$ cat src/rtl/clock_set_ctrl.sv
// Front-panel set-mode controller for the digital clock.
// Debounces the MODE and INC keys, walks the run/set-time/set-alarm mode
// ring, produces adjust pulses with press-and-hold auto-repeat, blinks the
// field under edit and falls back to RUN after an idle timeout.
// Pulse semantics: adj_min, adj_hour and sec_clr are single-cycle strobes
// with no handshake; the consumer must act on every cycle they are high.
// The FSM state is exposed directly on the mode output.
module clock_set_ctrl #(
  parameter int DEB_CYCLES   = 1000000,
  parameter int REPEAT_DELAY = 25000000,
  parameter int REPEAT_RATE  = 5000000,
  parameter int TIMEOUT_SEC  = 30,
  parameter int BLINK_HALF   = 12500000
) (
  input  logic       clk_50,
  input  logic       ncr,
  input  logic       tick_1hz,
  input  logic       key_mode,
  input  logic       key_inc,
  output logic [2:0] mode,
  output logic       set_al,
  output logic       run_en,
  output logic       adj_min,
  output logic       adj_hour,
  output logic       sec_clr,
  output logic       blank_min,
  output logic       blank_hour
);

  typedef enum logic [2:0] {
    ST_RUN    = 3'd0,
    ST_T_HOUR = 3'd1,
    ST_T_MIN  = 3'd2,
    ST_A_HOUR = 3'd3,
    ST_A_MIN  = 3'd4
  } state_e;

  localparam logic [31:0] DEB_MAX   = 32'(DEB_CYCLES);
  localparam logic [31:0] DELAY_MAX = 32'(REPEAT_DELAY);
  localparam logic [31:0] RATE_MAX  = 32'(REPEAT_RATE);
  localparam logic [31:0] TO_MAX    = 32'(TIMEOUT_SEC);
  localparam logic [31:0] BLINK_MAX = 32'(BLINK_HALF);

  // Key index: bit 0 = MODE, bit 1 = INC.
  logic [1:0]       sync1_q, sync2_q;
  logic [1:0]       deb_q, deb_d;
  logic [1:0]       press_q, press_d;
  logic [1:0][31:0] deb_cnt_q, deb_cnt_d;

  state_e      state_q, state_d;
  logic [31:0] to_cnt_q, to_cnt_d;
  logic [31:0] rep_cnt_q, rep_cnt_d;
  logic [31:0] blink_cnt_q, blink_cnt_d;
  logic        rep_arm_q, rep_arm_d;
  logic        rep_first_q, rep_first_d;
  logic        phase_off_q, phase_off_d;
  logic        set_al_q, set_al_d;
  logic        run_en_q, run_en_d;
  logic        adj_min_q, adj_min_d;
  logic        adj_hour_q, adj_hour_d;
  logic        sec_clr_q, sec_clr_d;
  logic        blank_min_q, blank_min_d;
  logic        blank_hour_q, blank_hour_d;
  logic        state_chg, fire, edit, hour_fld;

  function automatic logic is_hour(input state_e s);
    return (s == ST_T_HOUR) || (s == ST_A_HOUR);
  endfunction

  function automatic logic is_min(input state_e s);
    return (s == ST_T_MIN) || (s == ST_A_MIN);
  endfunction

  // Debounce: the level follows the synchronized key only after it has
  // disagreed for DEB_CYCLES consecutive cycles; any agreement restarts.
  always_comb begin
    deb_d     = deb_q;
    deb_cnt_d = '0;
    for (int k = 0; k < 2; k++) begin
      if (sync2_q[k] != deb_q[k]) begin
        if (deb_cnt_q[k] + 32'd1 == DEB_MAX) begin
          deb_d[k] = sync2_q[k];
        end else begin
          deb_cnt_d[k] = deb_cnt_q[k] + 32'd1;
        end
      end
    end
    press_d = deb_d & ~deb_q;
  end

  // Mode FSM, timeout, adjust/auto-repeat and blink next-state logic.
  always_comb begin
    state_d     = state_q;
    to_cnt_d    = to_cnt_q;
    rep_cnt_d   = rep_cnt_q;
    rep_arm_d   = rep_arm_q;
    rep_first_d = rep_first_q;
    blink_cnt_d = blink_cnt_q;
    phase_off_d = phase_off_q;
    fire        = 1'b0;
    edit        = (state_q != ST_RUN);
    hour_fld    = is_hour(state_q);

    // MODE press beats both timeout and a coincident INC press.
    if (press_q[0]) begin
      case (state_q)
        ST_RUN:    state_d = ST_T_HOUR;
        ST_T_HOUR: state_d = ST_T_MIN;
        ST_T_MIN:  state_d = ST_A_HOUR;
        ST_A_HOUR: state_d = ST_A_MIN;
        default:   state_d = ST_RUN;
      endcase
    end else if (edit && !press_q[1] && tick_1hz && (to_cnt_q + 32'd1 == TO_MAX)) begin
      state_d = ST_RUN;
    end
    state_chg = (state_d != state_q);

    if (press_q[0] || press_q[1] || state_chg) begin
      to_cnt_d = '0;
    end else if (edit && tick_1hz) begin
      to_cnt_d = to_cnt_q + 32'd1;
    end

    // Repeat is cancelled by release of INC or by any state change.
    if (state_chg || !deb_q[1]) begin
      rep_arm_d = 1'b0;
      rep_cnt_d = '0;
    end
    if (press_q[1] && !press_q[0] && edit) begin
      fire        = 1'b1;
      rep_arm_d   = 1'b1;
      rep_first_d = 1'b1;
      rep_cnt_d   = '0;
    end else if (rep_arm_q && deb_q[1] && !state_chg) begin
      if (rep_cnt_q + 32'd1 == (rep_first_q ? DELAY_MAX : RATE_MAX)) begin
        fire        = 1'b1;
        rep_cnt_d   = '0;
        rep_first_d = 1'b0;
      end else begin
        rep_cnt_d = rep_cnt_q + 32'd1;
      end
    end

    // Blink restarts visible on state entry and after each adjust.
    if (state_chg || fire) begin
      blink_cnt_d = '0;
      phase_off_d = 1'b0;
    end else if (blink_cnt_q + 32'd1 == BLINK_MAX) begin
      blink_cnt_d = '0;
      phase_off_d = !phase_off_q;
    end else begin
      blink_cnt_d = blink_cnt_q + 32'd1;
    end

    adj_hour_d   = fire && hour_fld;
    adj_min_d    = fire && !hour_fld;
    sec_clr_d    = (state_q == ST_T_MIN) && state_chg;
    blank_hour_d = phase_off_d && is_hour(state_d);
    blank_min_d  = phase_off_d && is_min(state_d);
    set_al_d     = (state_d == ST_A_HOUR) || (state_d == ST_A_MIN);
    run_en_d     = !((state_d == ST_T_HOUR) || (state_d == ST_T_MIN));
  end

  // All state and registered outputs; async reset returns to RUN idle.
  always_ff @(posedge clk_50 or negedge ncr) begin
    if (!ncr) begin
      sync1_q      <= '0;
      sync2_q      <= '0;
      deb_q        <= '0;
      deb_cnt_q    <= '0;
      press_q      <= '0;
      state_q      <= ST_RUN;
      to_cnt_q     <= '0;
      rep_cnt_q    <= '0;
      rep_arm_q    <= 1'b0;
      rep_first_q  <= 1'b0;
      blink_cnt_q  <= '0;
      phase_off_q  <= 1'b0;
      set_al_q     <= 1'b0;
      run_en_q     <= 1'b1;
      adj_min_q    <= 1'b0;
      adj_hour_q   <= 1'b0;
      sec_clr_q    <= 1'b0;
      blank_min_q  <= 1'b0;
      blank_hour_q <= 1'b0;
    end else begin
      sync1_q      <= {key_inc, key_mode};
      sync2_q      <= sync1_q;
      deb_q        <= deb_d;
      deb_cnt_q    <= deb_cnt_d;
      press_q      <= press_d;
      state_q      <= state_d;
      to_cnt_q     <= to_cnt_d;
      rep_cnt_q    <= rep_cnt_d;
      rep_arm_q    <= rep_arm_d;
      rep_first_q  <= rep_first_d;
      blink_cnt_q  <= blink_cnt_d;
      phase_off_q  <= phase_off_d;
      set_al_q     <= set_al_d;
      run_en_q     <= run_en_d;
      adj_min_q    <= adj_min_d;
      adj_hour_q   <= adj_hour_d;
      sec_clr_q    <= sec_clr_d;
      blank_min_q  <= blank_min_d;
      blank_hour_q <= blank_hour_d;
    end
  end

  assign mode       = state_q;
  assign set_al     = set_al_q;
  assign run_en     = run_en_q;
  assign adj_min    = adj_min_q;
  assign adj_hour   = adj_hour_q;
  assign sec_clr    = sec_clr_q;
  assign blank_min  = blank_min_q;
  assign blank_hour = blank_hour_q;

endmodule
$ cat config.mk
export PLATFORM = sky130hd
export DESIGN_NAME = clock_set_ctrl
export DESIGN_NICKNAME = d
export VERILOG_FILES = /design/src/rtl/clock_set_ctrl.sv
export SDC_FILE = /design/constraint.sdc
export NUM_CORES = 1
export LEC_CHECK = 0
export BUFFER_PORTS_ARGS = -buffer_cell sky130_fd_sc_hd__buf_2
export CAP_MARGIN = 20
export CORE_MARGIN = 3
export CORE_UTILIZATION = 58
export DETAILED_ROUTE_END_ITERATION = 8
export GPL_TIMING_DRIVEN = 0
export PLACE_DENSITY = 0.77
export SYNTH_ARGS = -nofsm -noshare
export SYNTH_HDL_FRONTEND = slang
export SYNTH_SLANG_ARGS = --single-unit
$ cat constraint.sdc
create_clock -name clk_50 -period 3.2 [get_ports clk_50]
set_clock_uncertainty 0.2 [all_clocks]
set_input_delay 0.16 -clock clk_50 [delete_from_list [all_inputs] [get_ports clk_50]]
set_output_delay 0.16 -clock clk_50 [all_outputs]
set_load 0.01 [all_outputs]
### Yosys cells after proc, flatten, opt, wreduce, memory -nomap -nowiden

Cells that the tools add are included.

* register bits after elaboration: 181
* bits in latches: 0
* bits in writable memories: 0
* ROM bits: 0
* output and inout bits: 10
* memories: 0

* add/subtract/negate cells: 5
* $mul: 0
* divide/modulo/power cells: 0
* magnitude comparators: 0
* equality and inequality tests: 15
* shift operators: 0
* mux-type cells: 30
* bitwise gates (word level): 2
* reductions and logical operators: 37

Operators with widths (number)
* 32-bit two-way mux: 12
* 32-bit by 1-bit adder with 32-bit output (second input constant): 5
* 32-bit by 20-bit equality test with 1-bit output (second input constant): 2
* 32-bit by 24-bit equality test with 1-bit output (second input constant): 1
* 32-bit by 25-bit equality test with 1-bit output: 1
* 32-bit by 5-bit equality test with 1-bit output (second input constant): 1
* 25-bit two-way mux: 1
* 1-bit two-way mux: 14
* 1-bit logical AND: 13
* 3-bit by 2-bit equality test with 1-bit output (second input constant): 4
* 3-bit one-hot mux with 4 select lines: 1
* 1-bit logical OR: 9
* 2-bit nonzero test: 4
* 1-bit logical NOT: 7
* 3-bit by 1-bit equality test with 1-bit output (second input constant): 2
* 3-bit two-way mux: 2
* 3-bit nonzero test: 2
* 3-bit equality test (second input constant): 1
* 3-bit logical NOT: 1
* 3-bit inequality test: 1
* 2-bit bitwise AND: 1
* 1-bit inequality test: 2
* 2-bit NOT: 1
* 2-bit AND reduction: 1

### Longest topological paths before layout

Gate-level depths: netlist of the first run.

* depth in word-level cells: 14
* mapped depth: 14
* depth with buffers taken out: 11

### Worst setup path before layout of the first run

OpenSTA, ideal clock, no wires.

* kind: register -> register
* start: reg to_cnt_q[0]
* end: reg blink_cnt_q[27]
* setup time: 71 ps
* arrival: 3087 ps
* path slack: -158 ps
* cell stages (with the launch flop): 14
* buffers on the path: 3
* clock period less this slack: 3358 ps
* cells stage by stage: dfrtp_1 ha_1 nand3_1 clkbuf_1 or4_4 nor3_2 xor2_1 nor4b_1 a41o_1 a311o_1 nand2b_1 buf_6 buf_6 nor2_1

* cells in the longest elaborated chain, start to end: 12

Ends and longest elaborated chain
* start: declaration: RTL line 51 `logic [31:0] to_cnt_q, to_cnt_d;`
* start signal: assignment: RTL line 193 `to_cnt_q <= to_cnt_d;`
* 32-bit by 1-bit adder with 32-bit output (*): RTL line 113 `end else if (edit && !press_q[1] && tick_1hz && (to_cnt_q + 32'd1 == TO_MAX)) begin`
* 32-bit by 5-bit equality test with 1-bit output (*): RTL line 113
* 1-bit logical AND (*): RTL line 113
* 3-bit two-way mux (*): RTL line 113
* 3-bit two-way mux (*): RTL line 105 `if (press_q[0]) begin`
* 3-bit inequality test (*): RTL line 116 `state_chg = (state_d != state_q);`
* 1-bit logical NOT: RTL line 134 `end else if (rep_arm_q && deb_q[1] && !state_chg) begin`
* 1-bit logical AND: RTL line 134
* 1-bit two-way mux: RTL line 134
* 1-bit two-way mux: RTL line 129 `if (press_q[1] && !press_q[0] && edit) begin`
* 1-bit logical OR (*): RTL line 145 `if (state_chg || fire) begin`
* 32-bit two-way mux (*): RTL line 145
* net blink_cnt_d[27]: RTL line 53 `logic [31:0] blink_cnt_q, blink_cnt_d;`
* end signal: assignment: RTL line 197 `blink_cnt_q <= blink_cnt_d;`
* end: declaration: RTL line 53

Mark *: on every way through the listed nets, which the timed path passes. The rest lies on a longest branch.
A chain may end at the register's enable or synchronous reset.

### Worst setup path in the final report of the first run

* start: reg rep_cnt_q[9]
* end: reg blink_cnt_q[14]

* cells in the longest elaborated chain, start to end: 7

Ends and longest elaborated chain
* start: declaration: RTL line 52 `logic [31:0] rep_cnt_q, rep_cnt_d;`
* start signal: assignment: RTL line 194 `rep_cnt_q <= rep_cnt_d;`
* 32-bit by 1-bit adder with 32-bit output: RTL line 135 `if (rep_cnt_q + 32'd1 == (rep_first_q ? DELAY_MAX : RATE_MAX)) begin`
* 32-bit by 25-bit equality test with 1-bit output: RTL line 135
* 1-bit two-way mux: RTL line 135
* 1-bit two-way mux: RTL line 134
* 1-bit two-way mux: RTL line 129
* 1-bit logical OR: RTL line 145
* 32-bit two-way mux: RTL line 145
* net blink_cnt_d[14]: RTL line 53

The timed path passes the listed nets, and every way through them passes these cells.

==> impl_results.md, run 1 <==
- Mean instance size in the synthesized netlist: 8.72 µm²
- Buffer cell driving the clock tree root: sky130_fd_sc_hd__clkbuf_16
- Post-synthesis share of cell area spent on xor and xnor gates: 11.9%
- Post-DR wirelength/cell: 19.4 µm
- Violated checks: negative setup slack
- Area share of the largest cell type after synthesis: 40.7%
- Area of the core: 0.0183 mm²
- Die outline width: 144 µm
- Detailed-route via count: 10601
- Total power per unit cell area: 344 mW/mm²
- Largest family of logic cells by synthesized area: simple AND/OR/NAND/NOR gates
- Later-pin clock latency in the skew report: 0.44 ns
- Clock buffer depth: 2
- Cell types with the largest area share after synthesis: sky130_fd_sc_hd__dfrtp_1, sky130_fd_sc_hd__xnor2_1, sky130_fd_sc_hd__nor2_1, sky130_fd_sc_hd__xor2_1, sky130_fd_sc_hd__nand3_1
- Worst Path Required: 3.32 ns
- Worst rel slew slack: 38.5%
- Number of clock buffers inserted by TritonCTS: 17
- Maximum clock rate: 280 MHz
- Largest net degree at the start of global routing: 109
- Number of input and output port buffers inserted: 14
- Dominant register cell in the synthesized netlist: sky130_fd_sc_hd__dfrtp_1
- Worst-margin pin slew: 0.915 ns
- Count of state elements after synthesis: 181
- Routed Wire Length: 31900 µm
- Initial cell density of the core: 60.4%
- Count of max-cap constraint violations: 0
- DRC violations left: 0
- Signed area change from the synthesized netlist to the final layout: 30.6%
- Number of H-tree levels: 4
- Number of global-route vias before repair: 9540
- Synthesized instance count: 1270
- Number of standard-cell rows in the floorplan: 49
- Number of enable-type register cells in the synthesized netlist: 0
- Critical path class: flop to flop
- CTS tree: done
- Share of async-settable or async-resettable flops after synthesis: 100%
- Multiplexer fraction of the synthesized cell area: 1.14%
- RePlAce Congestion: 0.923
- Vias per std cell: 6.45
- Iteration count of the initial detailed-routing pass: 6
- Initial antenna violation count: 0
- Run status: finished with violations
- Startpoint of the most critical register-to-register path: rep_cnt_q[9]
- Type of element launching the critical path: flop
- Final critical-path share of the clock period: 112%
- Number of sinks handled by clock tree synthesis: 181
- Static leakage power: 6.04 nW
- Post-synthesis share of cell area spent on full adders, half adders and majority gates: 0.678%
- Final Hold Violating Endpoints: 0
- Wire length of the first global-routing pass: 46000 µm
- Crit path arrival time: 3.70 ns
- Area of all placed cells without fillers: 0.0145 mm²
- Global routing usage summed across all routing layers: 27.1%
- Area after DPL: 0.0116 mm²
- Distinct cell type count of the synthesized netlist: 85
- Share of the synthesized area in compound gates (AO/OA/AOI/OAI): 9.80%
- Post-CTS clock slew at the launch and capture registers of the worst setup and hold paths: 0.07 ns
- Setup crit end kind: flop
- Count of yosys warnings during synthesis: 0
- Share of the yosys chip area belonging to registers: 40.9%
- RSZ-0062 raised after global routing: yes
- Hold Slack: 0.0150 ns
- Overall power after layout: 4.97 mW
- Min Clock Period, post-route: 3.57 ns
- # diodes: 0
- Simple-gate share of the synthesized area: 31.3%
- Startpoint of the most critical hold path: tick_1hz
- Grt total ovfl: 0
- Area of the die: 0.0208 mm²
- Number of nets with antenna violations after detailed routing: 0
- Final Max Tran Viols: 0
- Maximum fanout along the worst path: 6
- Type of the worst min-delay path: primary input to flop
- Detailed-placement wirelength estimate: 16900 µm
- Die extent in y: 144 µm
- Start point of the critical path: rep_cnt_q[9]
- Worst IR Drop VDD: 0.392 mV
- Synthesized cell area: 0.0111 mm²
- Total number of nets in the final design: 1413
- Count of endpoints failing setup in the final report: 98
- Smallest setup slack after layout: -0.374 ns
- Proportion of layout cells with a drive suffix above 1: 29.8%
- Yosys top cell by area: sky130_fd_sc_hd__dfrtp_1
- Number of DRC markers in iteration 0: 1143
- Total nets after synthesis: 1281
- Top Ports: 15
[path summary, 6_finish.rpt]
path	to	slack (ns)	cells past startpoint
worst max-delay path	blink_cnt_q[14]	-0.37	14
worst min-delay path	to_cnt_q[24]	0.01	5
worst max register to register	blink_cnt_q[14]	-0.37	14
worst min register to register	sync2_q[1]	0.16	0
max in group asynchronous	rep_cnt_q[1]	1.78	3
min in group asynchronous	blink_cnt_q[2]	0.08	2
[synthesized netlist by cell type (all sizes together) (7+ instances only)]
master	instances
a211o	7
a211oi	7
a21o	8
a21oi	35
a31oi	8
and2	11
and3	36
and4	18
buf	25
clkbuf	49
dfrtp	180
inv	30
mux2i	7
nand2	105
nand2b	7
nand3	95
nand4	57
nor2	168
nor2b	10
nor3	46
nor4	36
o21ai	31
o22ai	7
or3	27
or4	10
xnor2	79
xor2	72
[state kept, by name (all words and copies together) (netlist names), 2 cells and up]
name	cells
deb_cnt_q	64
blink_cnt_q	32
rep_cnt_q	32
to_cnt_q	32
mode	3
deb_q	2
press_q	2
sync1_q	2
sync2_q	2
[through the flow]
step,worst slack (ns),util (%),TNS (ns),std cells
global placement,-1.11,62.8,-265.58,1513
detailed placement,-0.856,63.0,-72.55,1515
finish,-0.374,78.9,-20.41,1644
global route,-0.439,78.9,-27.22,1644
floorplan,0.000376,-,0,1270
CTS,-0.257,72.2,-9.48,1602
[layer usage]
metal / part of all wire, % / track usage (%)
met3: 6.6 / 5.06
met5: 0 / 0
met2: 48 / 43.2
met4: 3.9 / 11.4
met1: 41 / 36.4
[worst max-delay path: stages, from the launching register on]
cell	delay [ns]
sky130_fd_sc_hd__dfrtp_1	0.38
sky130_fd_sc_hd__buf_6	0.13
sky130_fd_sc_hd__nand4_1	0.22
sky130_fd_sc_hd__buf_4	0.25
sky130_fd_sc_hd__nor3_4	0.22
sky130_fd_sc_hd__buf_6	0.16
sky130_fd_sc_hd__and4_2	0.28
sky130_fd_sc_hd__xnor2_1	0.16
sky130_fd_sc_hd__nor4_4	0.42
sky130_fd_sc_hd__o2111a_2	0.30
sky130_fd_sc_hd__a311o_1	0.22
sky130_fd_sc_hd__nand2b_4	0.16
sky130_fd_sc_hd__buf_8	0.14
sky130_fd_sc_hd__clkbuf_16	0.16
sky130_fd_sc_hd__nor2_2	0.03
[power breakdown]
group,total (mW),switching (mW),internal (mW)
registers,2.45,0.103,2.35
clock network,2.09,0.977,1.11
logic,0.429,0.219,0.210
total,4.97,1.30,3.67
[cells by family after synthesis]
logic type	count (synthesis)
simple gates	658
flops	181
compound gates	158
xor+xnor	151
buf+inv	104
mux	12
fa+ha+maj	6
[cell type report]
type	instances	area, µm²
Buffer	52	492
Clock buffer	18	439
Clock inverter	14	138
Fill cell	1046	3860
Inverter	30	113
Multi-Input combinational cell	985	7130
Sequential cell	181	4560
Tap cell	229	287
Timing Repair Buffer	135	1310
[layout by cell type (no fill, tap or decap), drive strengths merged, types with 4 or more instances in the layout]
cell type,count
a2111oi,5
a211o,7
a211oi,7
a21o,8
a21oi,35
a31o,5
a31oi,8
and2,11
and3,36
and4,18
buf,153
clkbuf,49
clkinv,4
dfrtp,180
ha,6
inv,37
mux2,5
mux2i,7
nand2,105
nand2b,7
nand3,95
nand4,57
nor2,168
nor2b,10
nor3,46
nor3b,6
nor4,36
o211ai,4
o21ai,31
o22ai,7
o311ai,6
o31ai,4
or2,6
or3,27
or4,10
xnor2,79
xor2,72
[repair_timing]
item / CTS / global route
buffers inserted: 58 / 53
setup endpoints to repair: 146 / 146
pin swaps: 49 / 90
hold buffers: 3 / 0
gates resized for setup: 163 / 208
cloned: 5 / 7
endpoints found under the hold margin: 75 / 0
No activity file was read; power rests on OpenSTA's default activity.
==> run 2, diff against run 1 <==
- CORE_UTILIZATION: 58 -> 60
- PLACE_DENSITY: 0.77 -> 0.76
- SETUP_SLACK_MARGIN: unset -> 0.3
- clock period: 3.2 -> 3.3 ns (I/O delays scaled with it)
==> impl_results.md, run 2 (same netlist as run 1, synthesis figures left out) <==
- Run status: finished with violations (unchanged)
- Violated checks: negative setup slack (unchanged)
- Detailed-placement wirelength estimate: 16900 µm (about the same)
- Area of the core: 0.0180 mm² (was 0.0183 mm²)
- Setup crit end kind: flop (unchanged)
- Number of clock buffers inserted by TritonCTS: 17 (unchanged)
- Initial antenna violation count: 0 (unchanged)
- Hold Crit Depth: 5 (unchanged)
- Slack of the worst reg-to-reg path: -0.39 ns (was -0.37 ns)
- Die outline width: 142 µm (was 144 µm)
- Number of global-route vias before repair: 9868 (was 9540)
- Maximum fanout along the worst path: 6 (unchanged)
- Largest net degree at the start of global routing: 109 (unchanged)
- Flip-flop count of the largest register after layout: 64 (unchanged)
- Area of the die: 0.0201 mm² (was 0.0208 mm²)
- Area after DPL: 0.0117 mm² (was 0.0116 mm²)
- Number of standard-cell rows in the floorplan: 49 (unchanged)
- Area of all placed cells without fillers: 0.0154 mm² (was 0.0145 mm²)
- Overall power after layout: 4.98 mW (was 4.97 mW)
- DRC violations left: 0 (unchanged)
- Total power per unit cell area: 323 mW/mm² (was 344 mW/mm²)
- Detailed-route via count: 11310 (was 10601)
- Worst rel slew slack: 42.9% (was 38.5%)
- Final Max Tran Viols: 0 (unchanged)
- Area of all sequential standard cells: 0.00456 mm² (unchanged)
- Startpoint of the most critical hold path: tick_1hz (unchanged)
- Final critical-path share of the clock period: 112% (about the same)
- Iteration count of the initial detailed-routing pass: 6 (unchanged)
- Layout filler cell count: 865 (was 1046)
- Count of endpoints failing setup in the final report: 127 (was 98)
- Number of nets with antenna violations after detailed routing: 0 (unchanged)
- CTS tree: done (unchanged)
- Startpoint of the most critical register-to-register path: to_cnt_q[1] (was rep_cnt_q[9])
- Top Ports: 15 (unchanged)
- Static leakage power: 6.26 nW (was 6.04 nW)
- Signed area change from the synthesized netlist to the final layout: 39.3% (was 30.6%)
- Vias per std cell: 6.62 (was 6.45)
- Post-CTS clock slew at the launch and capture registers of the worst setup and hold paths: 0.07 ns (about the same)
- Min Clock Period, post-route: 3.69 ns (was 3.57 ns)
- Final Hold Violating Endpoints: 0 (unchanged)
- Worst Path Required: 3.43 ns (was 3.32 ns)
- Critical register-to-register path endpoint: rep_cnt_q[13] (was blink_cnt_q[14])
- Crit path arrival time: 3.82 ns (was 3.70 ns)
- # diodes: 0 (unchanged)
- Hold endpoint: to_cnt_q[24] (unchanged)
- Number of input and output port buffers inserted: 14 (unchanged)
- Clock buffer depth: 2 (unchanged)
- RePlAce Congestion: 0.893 (was 0.923)
- Smallest setup slack after layout: -0.389 ns (was -0.374 ns)
- Worst IR Drop VDD: 0.433 mV (was 0.392 mV)
- Later-pin clock latency in the skew report: 0.46 ns (was 0.44 ns)
- Maximum clock rate: 271 MHz (was 280 MHz)
- Type of the worst min-delay path: primary input to flop (unchanged)
- Grt total ovfl: 0 (unchanged)
- Number of H-tree levels: 4 (unchanged)
- Type of element launching the critical path: flop (unchanged)
- Post-DR wirelength/cell: 20.8 µm (was 19.4 µm)
- Multi-input gate area in the final layout: 0.00748 mm² (was 0.00713 mm²)
- Number of sinks handled by clock tree synthesis: 181 (unchanged)
- Most frequent standard cell in the layout excluding fill and tap cells: sky130_fd_sc_hd__dfrtp_1 (unchanged)
- Routed Wire Length: 35500 µm (was 31900 µm)
- Final Instance Count excl. Fillers: 1709 (was 1644)
- RSZ-0062 raised after global routing: yes (unchanged)
- Number of DRC markers in iteration 0: 1382 (was 1143)
- Total number of nets in the final design: 1478 (was 1413)
- Proportion of layout cells with a drive suffix above 1: 36.6% (was 29.8%)
- Die extent in y: 142 µm (was 144 µm)
- Global routing usage summed across all routing layers: 29.2% (was 27.1%)
- Critical path class: flop to flop (unchanged)
- Largest reg by FF count: deb_cnt_q (unchanged)
- Worst-margin pin slew: 0.857 ns (was 0.915 ns)
- Reg2Reg Depth: 13 (was 14)
- Wire length of the first global-routing pass: 48600 µm (was 46000 µm)
- Count of max-cap constraint violations: 0 (unchanged)
- Initial cell density of the core: 61.5% (was 60.4%)
- Most frequent cells in the layout: sky130_fd_sc_hd__dfrtp_1, sky130_fd_sc_hd__buf_4, sky130_fd_sc_hd__nand2_1 (was sky130_fd_sc_hd__dfrtp_1, sky130_fd_sc_hd__nor2_1, sky130_fd_sc_hd__nand2_1)
- Placed insts: 1515 (unchanged)
- Buffer cell driving the clock tree root: sky130_fd_sc_hd__clkbuf_16 (unchanged)
-- run 2: repair_timing --
| item | 4_1_cts | 5_1_grt |
|---|---|---|
| hold buffers | 3 | 0 |
| resized for setup | 253 | 236 |
| pin swaps | 84 | 100 |
| hold endpoints to repair | 109 | 0 |
| setup endpoints to repair | 150 | 147 |
| buffers inserted | 86 | 61 |
| cloned | 9 | 3 |
-- run 2: worst max path at each step --
stage | startpoint | cells after the start | end
after floorplan | to_cnt_q[2] | 11 | blink_cnt_q[23]
after global placement | ncr | 1 | rep_cnt_q[7]
after detailed placement | rep_cnt_q[11] | 10 | rep_cnt_q[22]
after CTS | rep_cnt_q[9] | 12 | rep_cnt_q[27]
after global routing | to_cnt_q[0] | 14 | rep_cnt_q[13]
final | to_cnt_q[1] | 13 | rep_cnt_q[13]
-- run 2: per-stage QoR --
step                hold WS (ns)  util, %  TNS [ns]  setup slack [ns]
floorplan                 -0.331        -         0             0.154
global placement          0.0763     64.4   -223.84             -1.39
detailed placement        0.0752     64.6    -38.99            -0.675
CTS                       0.0347     78.1    -0.354           -0.0450
global route              0.0955     85.6    -23.19            -0.389
finish                    0.0944     85.6    -15.50            -0.389
-- run 2: layout make-up --
type / count / area share (%)
buffer: 74 / 4.58
inverter: 30 / 0.730
tap: 229 / 1.86
clock buffer: 20 / 2.89
sequential: 181 / 29.6
clock inverter: 12 / 0.835
multi-input combinational: 985 / 48.5
timing repair buffer: 178 / 11.1
-- run 2: critical path: stages (launching register included) --
cell and delay (ns):
sky130_fd_sc_hd__dfrtp_2 0.47, sky130_fd_sc_hd__ha_4 0.19, sky130_fd_sc_hd__nand3_4 0.10, sky130_fd_sc_hd__buf_8 0.15
sky130_fd_sc_hd__or4_4 0.48, sky130_fd_sc_hd__nor2_1 0.14, sky130_fd_sc_hd__a31oi_1 0.15, sky130_fd_sc_hd__nor4bb_1 0.39
sky130_fd_sc_hd__nand4_1 0.31, sky130_fd_sc_hd__nand4_1 0.38, sky130_fd_sc_hd__buf_6 0.20, sky130_fd_sc_hd__buf_8 0.13
sky130_fd_sc_hd__o21bai_1 0.08, sky130_fd_sc_hd__a21o_1 0.19
-- run 2: per-layer routing --
metal | GRT usage (%) | up-vias | share of wire, %
met5 | 0 | - | 0
met4 | 8.74 | 0 | 4.1
met3 | 5.46 | 174 | 7.7
met2 | 46.7 | 684 | 48
met1 | 40.7 | 5509 | 40
li1 | - | 4943 | -
-- run 2: where the power goes --
part / internal, mW / switching (mW)
combinational: 0.259 / 0.282
sequential: 2.28 / 0.104
clock: 1.14 / 0.919
